<file path="src/rtl/seg_scan_if.sv">
// Multiplexed 7-segment scanner bus: hex/dp/enable requests in, digit select
// and active-low segment drive out.
interface seg_scan_if #(
    parameter int NUM_DIGITS = 6
);
    logic [4*NUM_DIGITS-1:0] data_in;
    logic [NUM_DIGITS-1:0]   dp_in;
    logic [NUM_DIGITS-1:0]   en_mask;
    logic                    load;
    logic                    lz_en;
    logic [2:0]              sel;
    logic [7:0]              seg;
    logic                    frame_done;

    modport master (
        output data_in, dp_in, en_mask, load, lz_en,
        input  sel, seg, frame_done
    );

    modport slave (
        input  data_in, dp_in, en_mask, load, lz_en,
        output sel, seg, frame_done
    );
endinterface

</file>
<file path="src/rtl/seg_scan.sv">
// Time-multiplexed 7-segment display scanner with per-slot anti-ghosting
// blanking, leading-zero suppression and shadowed digit data.
module seg_scan #(
    parameter int NUM_DIGITS = 6,
    parameter int DIV_CNT    = 50000,
    parameter int BLANK_CYC  = 2
) (
    input  logic        clk,
    input  logic        rst_n,
    seg_scan_if.slave   bus
);
    localparam int CW = (DIV_CNT > 1) ? $clog2(DIV_CNT) : 1;
    localparam int BW = (BLANK_CYC > 0) ? $clog2(BLANK_CYC + 1) : 1;

    logic [CW-1:0]           div_cnt;
    logic [BW-1:0]           blank_cnt;
    logic [4*NUM_DIGITS-1:0] data_shadow;
    logic [NUM_DIGITS-1:0]   dp_shadow;
    logic                    tick;
    logic [NUM_DIGITS-1:0]   zero_above;
    logic [3:0]              cur_nib;
    logic                    cur_dp;
    logic                    cur_en;
    logic                    cur_lz;
    logic [7:0]              pattern;

    function automatic logic [6:0] seg_decode(input logic [3:0] nib);
        logic [6:0] s;
        case (nib)
            4'h0: s = 7'h40;
            4'h1: s = 7'h79;
            4'h2: s = 7'h24;
            4'h3: s = 7'h30;
            4'h4: s = 7'h19;
            4'h5: s = 7'h12;
            4'h6: s = 7'h02;
            4'h7: s = 7'h78;
            4'h8: s = 7'h00;
            4'h9: s = 7'h10;
            4'hA: s = 7'h08;
            4'hB: s = 7'h03;
            4'hC: s = 7'h46;
            4'hD: s = 7'h21;
            4'hE: s = 7'h06;
            default: s = 7'h0E;
        endcase
        return s;
    endfunction

    assign tick = (div_cnt == CW'(DIV_CNT - 1));

    // zero_above[i] is set when nibble i and every higher nibble are zero.
    always_comb begin
        logic acc;
        acc        = 1'b1;
        zero_above = '0;
        for (int i = NUM_DIGITS - 1; i >= 0; i--) begin
            acc           = acc & (data_shadow[4*i +: 4] == 4'h0);
            zero_above[i] = acc;
        end
    end

    always_comb begin
        cur_nib = 4'h0;
        cur_dp  = 1'b0;
        cur_en  = 1'b0;
        cur_lz  = 1'b0;
        for (int i = 0; i < NUM_DIGITS; i++) begin
            if (bus.sel == 3'(i)) begin
                cur_nib = data_shadow[4*i +: 4];
                cur_dp  = dp_shadow[i];
                cur_en  = bus.en_mask[i];
                cur_lz  = bus.lz_en && (i != 0) && zero_above[i];
            end
        end
    end

    // Masked digits go fully dark, decimal point included.
    always_comb begin
        pattern = 8'hFF;
        if (cur_en) begin
            pattern = {~cur_dp, cur_lz ? 7'h7F : seg_decode(cur_nib)};
        end
    end

    always_ff @(posedge clk or negedge rst_n) begin
        if (!rst_n) begin
            div_cnt        <= '0;
            blank_cnt      <= '0;
            bus.sel        <= 3'd0;
            bus.frame_done <= 1'b0;
            bus.seg        <= 8'hFF;
            data_shadow    <= '0;
            dp_shadow      <= '0;
        end else begin
            if (bus.load) begin
                data_shadow <= bus.data_in;
                dp_shadow   <= bus.dp_in;
            end
            div_cnt        <= tick ? '0 : div_cnt + CW'(1);
            bus.frame_done <= 1'b0;
            if (tick) begin
                if (bus.sel == 3'(NUM_DIGITS - 1)) begin
                    bus.sel        <= 3'd0;
                    bus.frame_done <= 1'b1;
                end else begin
                    bus.sel <= bus.sel + 3'd1;
                end
                bus.seg   <= 8'hFF;
                blank_cnt <= BW'(BLANK_CYC);
            end else if (blank_cnt != '0) begin
                blank_cnt <= blank_cnt - BW'(1);
                bus.seg   <= 8'hFF;
            end else begin
                bus.seg <= pattern;
            end
        end
    end
endmodule

</file>
<file path="src/flat_wrapper.sv">
// flat-port wrapper written by rule: the top's interface ports become plain ports
module seg_scan_flat 
#(
    parameter int NUM_DIGITS = 6,
    parameter int DIV_CNT    = 50000,
    parameter int BLANK_CYC  = 2
)
  (clk, rst_n, bus_data_in, bus_dp_in, bus_en_mask, bus_load, bus_lz_en, bus_sel, bus_seg, bus_frame_done);
  seg_scan_if #(.NUM_DIGITS(NUM_DIGITS)) bus_i ();
  input  logic clk;
  input  logic rst_n;
  input wire logic [$bits(bus_i.data_in)-1:0] bus_data_in;
  input wire logic [$bits(bus_i.dp_in)-1:0] bus_dp_in;
  input wire logic [$bits(bus_i.en_mask)-1:0] bus_en_mask;
  input wire logic [$bits(bus_i.load)-1:0] bus_load;
  input wire logic [$bits(bus_i.lz_en)-1:0] bus_lz_en;
  output wire logic [$bits(bus_i.sel)-1:0] bus_sel;
  output wire logic [$bits(bus_i.seg)-1:0] bus_seg;
  output wire logic [$bits(bus_i.frame_done)-1:0] bus_frame_done;
  assign bus_i.data_in = bus_data_in;
  assign bus_i.dp_in = bus_dp_in;
  assign bus_i.en_mask = bus_en_mask;
  assign bus_i.load = bus_load;
  assign bus_i.lz_en = bus_lz_en;
  assign bus_sel = bus_i.sel;
  assign bus_seg = bus_i.seg;
  assign bus_frame_done = bus_i.frame_done;
  seg_scan #(.NUM_DIGITS(NUM_DIGITS), .DIV_CNT(DIV_CNT), .BLANK_CYC(BLANK_CYC)) u_core (.clk(clk), .rst_n(rst_n), .bus(bus_i));
endmodule
</file>
<file path="config.mk">
export PLATFORM = sky130hd
export DESIGN_NAME = seg_scan_flat
export DESIGN_NICKNAME = d
export VERILOG_FILES = /design/src/rtl/seg_scan_if.sv /design/src/rtl/seg_scan.sv /design/src/flat_wrapper.sv
export SDC_FILE = /design/constraint.sdc
export NUM_CORES = 1
export LEC_CHECK = 0
export ABC_AREA = 0
export CAP_MARGIN = 10
export CORE_AREA = 2 2 95 97
export DETAILED_ROUTE_END_ITERATION = 8
export DIE_AREA = 0 0 97 99
export SYNTH_ARGS = -nofsm -noshare
export SYNTH_HDL_FRONTEND = slang
export SYNTH_SLANG_ARGS = --single-unit
export TNS_END_PERCENT = 30
</file>
<file path="constraint.sdc">
create_clock -name clk -period 3.9 [get_ports clk]
set_input_delay 1.17 -clock clk [delete_from_list [all_inputs] [get_ports clk]]
set_output_delay 1.17 -clock clk [all_outputs]
set_load 0.01 [all_outputs]
</file>
Yosys cells after proc, flatten, opt, wreduce, memory -nomap -nowiden
Memory sizes are Yosys's and may differ from the RTL's.
Index checks and enable logic that the tools add are counted.
{ "totals": {"in_bits": 40, "ff_bits": 60, "rom_bits": 112, "n_memories": 1} }
{ "mem_list": {"columns": ["name", "words", "word_bits", "rd", "rd_clocked_by_memory_dff", "write_ports", "line_no", "source"], "rows": [
  ["(no name shown)", 16, 7, 1, 0, 0, "seg_scan.sv:29", "case (nib)"]
]} }
{ "classes": {"reduce_logical": 13, "add_sub_neg": 3, "mux": 33, "bitwise_logic": 5, "eq_ne": 6} }
{ "op_table": {"columns": ["cell", "count"], "rows": [
  ["two-way mux 4 bit", 6],
  ["two-way mux 8 bit", 3],
  ["logical NOT 4 bit", 5],
  ["two-way mux 1 bit", 19],
  ["adder 16 x 1 -> 16 bit (second input constant)", 1],
  ["== test 16 bit (second input constant)", 1],
  ["two-way mux 16 bit", 1],
  ["two-way mux 7 bit", 1],
  ["== test 3 x 2 -> 1 bit (second input constant)", 2],
  ["== test 3 bit (second input constant)", 2],
  ["logical AND 1 bit", 5],
  ["bitwise AND 1 bit", 4],
  ["two-way mux 2 bit", 2],
  ["nonzero test 2 bit", 2],
  ["adder 3 x 1 -> 3 bit (second input constant)", 1],
  ["== test 3 x 1 -> 1 bit (second input constant)", 1],
  ["logical NOT 3 bit", 1],
  ["two-way mux 3 bit", 1],
  ["subtractor 2 x 1 -> 2 bit (second input constant)", 1],
  ["inverter 1 bit", 1]
]} }

Depth between registers and ports, before layout
Gate-level depths: netlist (run 1).
{ "depth": {"word_depth": 15, "mapped_depth": 15, "depth_no_buf": 11} }

Worst setup path after synthesis (run 1)
Ideal clock, no wire load.
{ "synth_path": {"path_kind": "register to register", "from": "register u_core.bus.sel[0]", "to": "register u_core.bus.seg[3]", "t_arrival_ps": 3093, "path_stages_with_launch": 15, "period_less_slack_ps": 3177, "setup_ps": 84, "path_slack_ps": 723, "required_time_ps": 3816, "path_cell_list": "dfrtp_1 buf_6 buf_6 buf_2 and2_1 ha_1 buf_2 inv_1 nor2_1 a221oi_1 inv_1 ha_1 mux2i_1 nand2_1 a311o_1"} }
{ "synth_between": {"elab_chain_len": 12, "elab_cells_between_ends": 28} }
{ "synth_rtl": {"columns": ["element", "line_no", "source"], "rows": [
  ["from (decl)", "seg_scan_if.sv:22", "output sel, seg, frame_done"],
  ["from (signal assigned)", "seg_scan.sv:107", "bus.sel <= bus.sel + 3'd1;"],
  ["logical NOT 3 bit", "seg_scan.sv:69", "if (bus.sel == 3'(i)) begin"],
  ["two-way mux 4 bit (6 in series)", "seg_scan.sv:69", null],
  ["memory read (16 x 7 bit)", null, null],
  ["two-way mux 7 bit", "seg_scan.sv:82", "pattern = {~cur_dp, cur_lz ? 7'h7F : seg_decode(cur_nib)};"],
  ["two-way mux 8 bit *", "seg_scan.sv:81", "if (cur_en) begin"],
  ["two-way mux 8 bit *", "seg_scan.sv:111", "end else if (blank_cnt != '0) begin"],
  ["two-way mux 8 bit *", "seg_scan.sv:102", "if (tick) begin"],
  ["to (signal assigned)", "seg_scan.sv:115", "bus.seg <= pattern;"],
  ["to (decl)", "seg_scan_if.sv:22", null]
]} }
Every way passes the cells marked *; elsewhere a longest branch is shown, timed or not.
A chain may end at the register's enable or synchronous reset.

Worst setup path in the final report (run 1)
{ "layout_path": {"from": "register u_core.bus.sel[2]", "to": "register u_core.bus.seg[3]"} }
The elaborated chain is that of the path after synthesis.

==> flow_summary.toml, run 1 <==
[clock_network]
cts_tree = "built"
cts_root_buffer = "sky130_fd_sc_hd__clkbuf_8"
worst_setup_hold_path_clk_slew_ns = 0.07
max-clock-path-buffers = 2
cts_made_buffers = 9
cts_hold_buf = 0
worstSkewPairLatency_ns = 0.34
cts.htree.levels = 3
cts_post_setup_buffers_inserted = 0
clock_sinks = 60
ctsResizeCount = 0

[global_route]
leftover_overflow_at_the_end_of_global_routing = 0
grt_pass1_wl_mm = 11.2
grt_pass1_vias = 2298
grt_usage = 0.145
antenna_found_initial = 0
grt_max_degree = 48

[worst_setup_path]
crit_path_frequent_cell = "sky130_fd_sc_hd__inv_1"
critical_path_arrival_ns = 3.55
critical_path_depth = 10
critical-path-top-delay-family = "compound AO/OA/AOI/OAI gates"
timing.critical_path.slowest_stage_cell = "sky130_fd_sc_hd__a221oi_1"
setup_slack_of_the_most_critical_reg_to_reg_path_ns = 0.62
cp_cell_sequence = "inv_1, ha_1, inv_1, nor2_1, a221oi_1, inv_1, ha_1, mux2i_1, nand2_1, a311o_1"
timing.critical_path.buf_inv = 3
worst-r2r-cell-count = 10
worstPathRequired_ns = 4.17
path_class = "reg2reg"
path_max_fanout = 10
endpoint_kind = "flop"
slowest_delay_ns = 0.80
worstSetupStartpointType = "flop"

[synth]
synth_largest_type_area_fraction = 0.408
avgSynthCellArea_um2 = 11.3
synth.ff_latch_count = 60
synthMostInstantiatedCell = "sky130_fd_sc_hd__dfrtp_1"
synthDominantAreaCellType = "sky130_fd_sc_hd__dfrtp_1"
synth-async-reset-ratio = 1.00
synthesized_netlist_net_count = 331
postSynthCellCount = 282
ys_dominant_reg_cell = "sky130_fd_sc_hd__dfrtp_1"
synth.distinct_cells = 57
yosys-top-cells-count = "52 x sky130_fd_sc_hd__dfrtp_1, 30 x sky130_fd_sc_hd__mux2_2, 22 x sky130_fd_sc_hd__nand2_1"
synth.cell_area_um2 = 3190
synth_edf_count = 0
synthTopCellsByArea = "sky130_fd_sc_hd__dfrtp_1 41%, sky130_fd_sc_hd__mux2_2 11%, sky130_fd_sc_hd__dfstp_2 6.6%, sky130_fd_sc_hd__mux2i_1 3.8%, sky130_fd_sc_hd__ha_1 3.5%"
synth.yosys.seq_area_share = 0.474
synthesis.yosys.warnings = 0

[timing]
timing.final.setup_violations = 0
min_period_ns = 3.28
slew_violations = 0
hold_viol = 0
fmax_mhz = 305
rsz0062_at_grt = "false"
totalNegativeSetupSlack_ns = 0
max-slew-margin-rel = 0.288
setup_ws_ns = 0.622
clock-skew-final_ns = 0.00959
final_min_period_over_clock_period = 0.840
hold_slack_ns = 0.498
worst_pin_slew_ns = 1.07

[cells_and_area]
drive_above_1_share = 0.229
final_nets = 385
syn2layout_area_growth_pct = 26.0
antennaDiodeCount = 0

[run_status]
status = "finished clean"

[detailed_routing]
first_pass_iters = 4
drt_iter0_markers = 194
route.vias.total = 2237
drtAntennaViolNets = 0
drc = 0
via_per_inst = 4.98
wl_per_cell_um = 14.8
finalWirelength_mm = 6.65

[power_and_ir_drop]
p_clk_frac = 0.430
net-switching-power_mw = 0.368
static-leakage-power_nw = 1.64
seqPwrFrac = 0.443
p_int_mw = 1.20
netSwitchingFraction = 0.234
peakVddDrop_mv = 0.185
power_density_nw_per_um2 = 391
combinationalPowerShare = 0.127

[floorplanning]
core-area_um2 = 8550
starting_density = 0.373
die-width_um = 97
ios = 52
die_ar_um2 = 9600
rows = 34
fp.dieH_um = 99

[placement]
post-dp-hpwl_mm = 4.84
gpl.final_weighted_congestion = 0.837
worst_slack_at_placement_ns = 0.655
numPortBuffers = 51

[min_path]
min-delay-path-class = "reg2reg"
min_path_cells = 1

[run]
drv.max_cap_violation_count = 0
[worst reg2reg max path, cell delays in order, from the launching register on]
cell and delay [ns]:
sky130_fd_sc_hd__dfrtp_1 0.55, sky130_fd_sc_hd__inv_1 0.15, sky130_fd_sc_hd__ha_1 0.36, sky130_fd_sc_hd__inv_1 0.18
sky130_fd_sc_hd__nor2_1 0.12, sky130_fd_sc_hd__a221oi_1 0.80, sky130_fd_sc_hd__inv_1 0.17, sky130_fd_sc_hd__ha_1 0.28
sky130_fd_sc_hd__mux2i_1 0.14, sky130_fd_sc_hd__nand2_1 0.08, sky130_fd_sc_hd__a311o_1 0.38
[worst paths after layout]
check                                        start                  to
max in group asynchronous                    rst_n   u_core.bus.seg[7]
worst min-delay path            u_core.div_cnt[13]  u_core.div_cnt[13]
worst min register to register  u_core.div_cnt[13]  u_core.div_cnt[13]
min in group asynchronous                    rst_n  u_core.div_cnt[14]
worst max register to register   u_core.bus.sel[2]   u_core.bus.seg[3]
worst max-delay path             u_core.bus.sel[2]   u_core.bus.seg[3]
[final cells by class]
cell class,count,area (um^2)
fillers,792,4530
well taps,108,135
clock buffers,9,124
flip-flops and latches,60,1510
clock inverters,7,115
multi-input cells,196,1540
repair buffers,56,543
inverters,13,48.8
[power by group through the flow]
stage	clock network (mW)	logic, mW	registers (mW)
floorplan	0	0.105	0.705
global placement	0	0.199	0.708
detailed placement	0	0.201	0.708
CTS	0.698	0.202	0.697
global route	0.719	0.218	0.703
finish	0.676	0.199	0.697
[placed cells by master, fill, tap and decap left out, types with 4 or more instances in the layout]
| cell | n |
|---|---|
| sky130_fd_sc_hd__dfstp_2 | 8 |
| sky130_fd_sc_hd__ha_1 | 9 |
| sky130_fd_sc_hd__nand2b_1 | 4 |
| sky130_fd_sc_hd__a21oi_1 | 6 |
| sky130_fd_sc_hd__mux2i_1 | 12 |
| sky130_fd_sc_hd__clkdlybuf4s50_1 | 50 |
| sky130_fd_sc_hd__nor2b_1 | 6 |
| sky130_fd_sc_hd__nor2_1 | 21 |
| sky130_fd_sc_hd__mux2_2 | 30 |
| sky130_fd_sc_hd__o21ai_0 | 5 |
| sky130_fd_sc_hd__xor2_1 | 8 |
| sky130_fd_sc_hd__clkbuf_8 | 9 |
| sky130_fd_sc_hd__nand3_1 | 13 |
| sky130_fd_sc_hd__dfrtp_1 | 52 |
| sky130_fd_sc_hd__nand2_1 | 22 |
| sky130_fd_sc_hd__buf_4 | 5 |
| sky130_fd_sc_hd__nor4_1 | 5 |
| sky130_fd_sc_hd__inv_1 | 13 |
| sky130_fd_sc_hd__xnor2_1 | 8 |
[kinds of logic after synthesis]
family / count (synthesis) / share of synthesized area
compound gates: 34 / 0.0918
xor+xnor: 16 / 0.0439
fa+ha+maj: 9 / 0.0353
buf+inv: 26 / 0.0423
flops: 60 / 0.474
mux: 43 / 0.148
simple gates: 94 / 0.165
[state kept, by name, indices dropped and copies added (netlist names)]
name	flops
u_core.bus.seg	8
u_core.bus.frame_done	1
u_core.dp_shadow	6
u_core.bus.sel	3
u_core.blank_cnt	2
u_core.data_shadow	24
u_core.div_cnt	16
[through the flow]
step | total power, mW | instances | util | cell area [um^2]
5_1_grt | 1.64 | 449 | 0.470 | 4020
2_1_floorplan | 0.810 | 282 | - | 3190
6_report | 1.57 | 449 | 0.470 | 4020
3_5_place_dp | 0.910 | 433 | 0.442 | 3780
4_1_cts | 1.60 | 449 | 0.470 | 4020
3_3_place_gp | 0.907 | 433 | 0.442 | 3780
[layer usage]
layer  vias up  global-route usage  routed length, um
li1       1102                   -                  -
met1      1074               0.199               3230
met2        57               0.225               3070
met3         4              0.0355                297
met4         0              0.0520                 48
met5         -                   0                  0
Power figures use the tool's default switching activity.
==> run 2: changes to the inputs <==
Clock period 3.9 ns to 3 ns, I/O delays scaled along.
==> run 2 against run 1 <==
  * Combinational power rose by 32%
  * Register-to-register slack worse by 0.26 ns
  * First-iteration DRC count down 58%
  * Count of clock-buffer cells in the layout grew 1
  * Via count increased by 0.49%
  * Die area did not move
  * Final area grew 0.93%
  * Cell count increased by 1.3%
  * Utilization increased by 0.44 points
  * Hold slack gained 0.0018 ns
  * Maximum frequency up 24%
  * Critical path type unchanged
  * Highest routed layer unchanged
==> flow_summary.toml, run 2 (synthesis results as in run 1) <==
[min_path]
hold_path_startpoint = "u_core.div_cnt[13]"
min_path_cells = 1
min-delay-path-class = "reg2reg"
worstHoldEndpoint = "u_core.div_cnt[13]"

[global_route]
met3_usage = 0.0511
global_route.usage.met2 = 0.242
grt_pass1_wl_mm = 11.6
grt_pass1_vias = 2327
grt_max_degree = 61
busiest_layer = "met2"
grt_usage = 0.151
leftover_overflow_at_the_end_of_global_routing = 0
antenna_found_initial = 0
grt_use_met1 = 0.198

[worst_setup_path]
critical_path_depth = 10
path_class = "reg2reg"
worstSetupStartpointType = "flop"
critical_path_arrival_ns = 2.91
timing.critical_path.buf_inv = 3
critical_path.reg2reg.startpoint = "u_core.bus.sel[2]"
critical-path-top-delay-family = "compound AO/OA/AOI/OAI gates"
timing.critical_path.slowest_stage_cell = "sky130_fd_sc_hd__dfrtp_1"
timing.rr.end = "u_core.bus.seg[3]"
endpoint_kind = "flop"
slowest_delay_ns = 0.38
crit_start = "u_core.bus.sel[2]"
setup_slack_of_the_most_critical_reg_to_reg_path_ns = 0.36
worstPathRequired_ns = 3.27
crit_path_frequent_cell = "sky130_fd_sc_hd__inv_1"
cp_cell_sequence = "inv_1, ha_1, inv_1, nor2_1, a221o_1, inv_1, ha_1, mux2i_1, nand2_1, a311o_1"
path_max_fanout = 7
worst-r2r-cell-count = 10

[clock_network]
cts_tree = "built"
clock_sinks = 60
cts.htree.levels = 3
cts_hold_buf = 0
worst_setup_hold_path_clk_slew_ns = 0.07
worstSkewPairLatency_ns = 0.34
ctsResizeCount = 0
cts_post_setup_buffers_inserted = 0
cts_root_buffer = "sky130_fd_sc_hd__clkbuf_8"
max-clock-path-buffers = 2
cts_made_buffers = 9

[floorplanning]
die_ar_um2 = 9600
die-width_um = 97
ios = 52
rows = 34
core-area_um2 = 8550
starting_density = 0.373
fp.dieH_um = 99

[detailed_routing]
route.vias.total = 2248
first_pass_iters = 4
finalWirelength_mm = 6.89
drc = 0
via_per_inst = 4.94
wl_per_cell_um = 15.1
drt_iter0_markers = 81
drtAntennaViolNets = 0

[timing]
totalNegativeSetupSlack_ns = 0
fmax_mhz = 378
worst_pin_slew_ns = 0.755
hold_viol = 0
min_period_ns = 2.64
slew_violations = 0
max-slew-margin-rel = 0.496
timing.final.setup_violations = 0
final_min_period_over_clock_period = 0.881
clock-skew-final_ns = 0.00967
rsz0062_at_grt = "false"

[placement]
post-dp-hpwl_mm = 4.91
gpl.final_weighted_congestion = 0.794
numPortBuffers = 51

[cells_and_area]
syn2layout_area_growth_pct = 27.2
final_nets = 391
seq_area_um2 = 1510
drive_above_1_share = 0.245
layout.core_utilization = 0.475
antennaDiodeCount = 0
max_flop_register = "u_core.data_shadow"
layout_common_cells = "52 x sky130_fd_sc_hd__dfrtp_1, 50 x sky130_fd_sc_hd__clkdlybuf4s50_1, 30 x sky130_fd_sc_hd__mux2_2"
layout_top_registers = "u_core.data_shadow x24, u_core.div_cnt x16, u_core.bus.seg x8"
largest_register_ffs = 24
multi_input_area_um2 = 1550
fill_cells = 804
most_common_cell_after_layout_fill_and_taps_aside = "sky130_fd_sc_hd__dfrtp_1"

[run_status]
status = "finished clean"

[power_and_ir_drop]
static-leakage-power_nw = 1.66
peakVddDrop_mv = 0.268
power_density_nw_per_um2 = 490

[run]
drv.max_cap_violation_count = 0
[run 2: cell types whose count changed in the layout (fill, tap and decap cells not counted), sizes merged]
cell,delta
bufinv,-1
clkinvlp,+1
clkbuf,+1
clkinv,-1
buf,+6
[run 2: where the power goes]
group / internal (mW) / switching (mW)
clock network: 0.488 / 0.329
registers: 0.871 / 0.0367
logic: 0.149 / 0.113
[run 2: worst max path at each step]
stage / slack [ns] / endpoint
finish: 0.36 / u_core.bus.seg[3]
global route: 0.11 / u_core.bus.seg[3]
CTS: 0.36 / u_core.bus.seg[3]
detailed placement: 0.26 / u_core.bus.seg[2]
global placement: 0.33 / u_core.bus.seg[2]
floorplan: 0.04 / u_core.bus.seg[3]
[run 2: worst reg2reg max path, stage by stage, from the launching register on]
cell and delay (ns):
sky130_fd_sc_hd__dfrtp_1 0.38, sky130_fd_sc_hd__inv_1 0.12, sky130_fd_sc_hd__ha_1 0.31, sky130_fd_sc_hd__inv_1 0.14, sky130_fd_sc_hd__nor2_1 0.36, sky130_fd_sc_hd__a221o_1 0.34, sky130_fd_sc_hd__inv_1 0.12, sky130_fd_sc_hd__ha_1 0.23
sky130_fd_sc_hd__mux2i_1 0.16, sky130_fd_sc_hd__nand2_1 0.07, sky130_fd_sc_hd__a311o_1 0.36
[run 2: per-stage QoR]
| stage | hold slack (ns) | instance area [um^2] | instances | power [mW] | setup slack, ns |
|---|---|---|---|---|---|
| 5_1_grt | 0.517 | 4060 | 455 | 2.08 | 0.113 |
| 2_1_floorplan | 0.465 | 3200 | 282 | 1.05 | 0.0390 |
| 4_1_cts | 0.503 | 4060 | 455 | 2.02 | 0.364 |
| 6_report | 0.500 | 4060 | 455 | 1.99 | 0.358 |
| 3_3_place_gp | 0.491 | 3830 | 439 | 1.18 | 0.325 |
| 3_5_place_dp | 0.489 | 3830 | 439 | 1.19 | 0.264 |
[run 2: final cells by class]
type                            instances  share of cell area
Clock buffer                           10              0.0339
Clock inverter                          6              0.0216
Tap cell                              108              0.0333
Multi-Input combinational cell        196               0.382
Inverter                               13              0.0120
Timing Repair Buffer                   62               0.145
Sequential cell                        60               0.372
[run 2: layer usage]
metal	share of wire	up-vias
met5	0	-
met4	0.0097	0
met3	0.052	7
met2	0.46	50
met1	0.48	1075
li1	-	1116
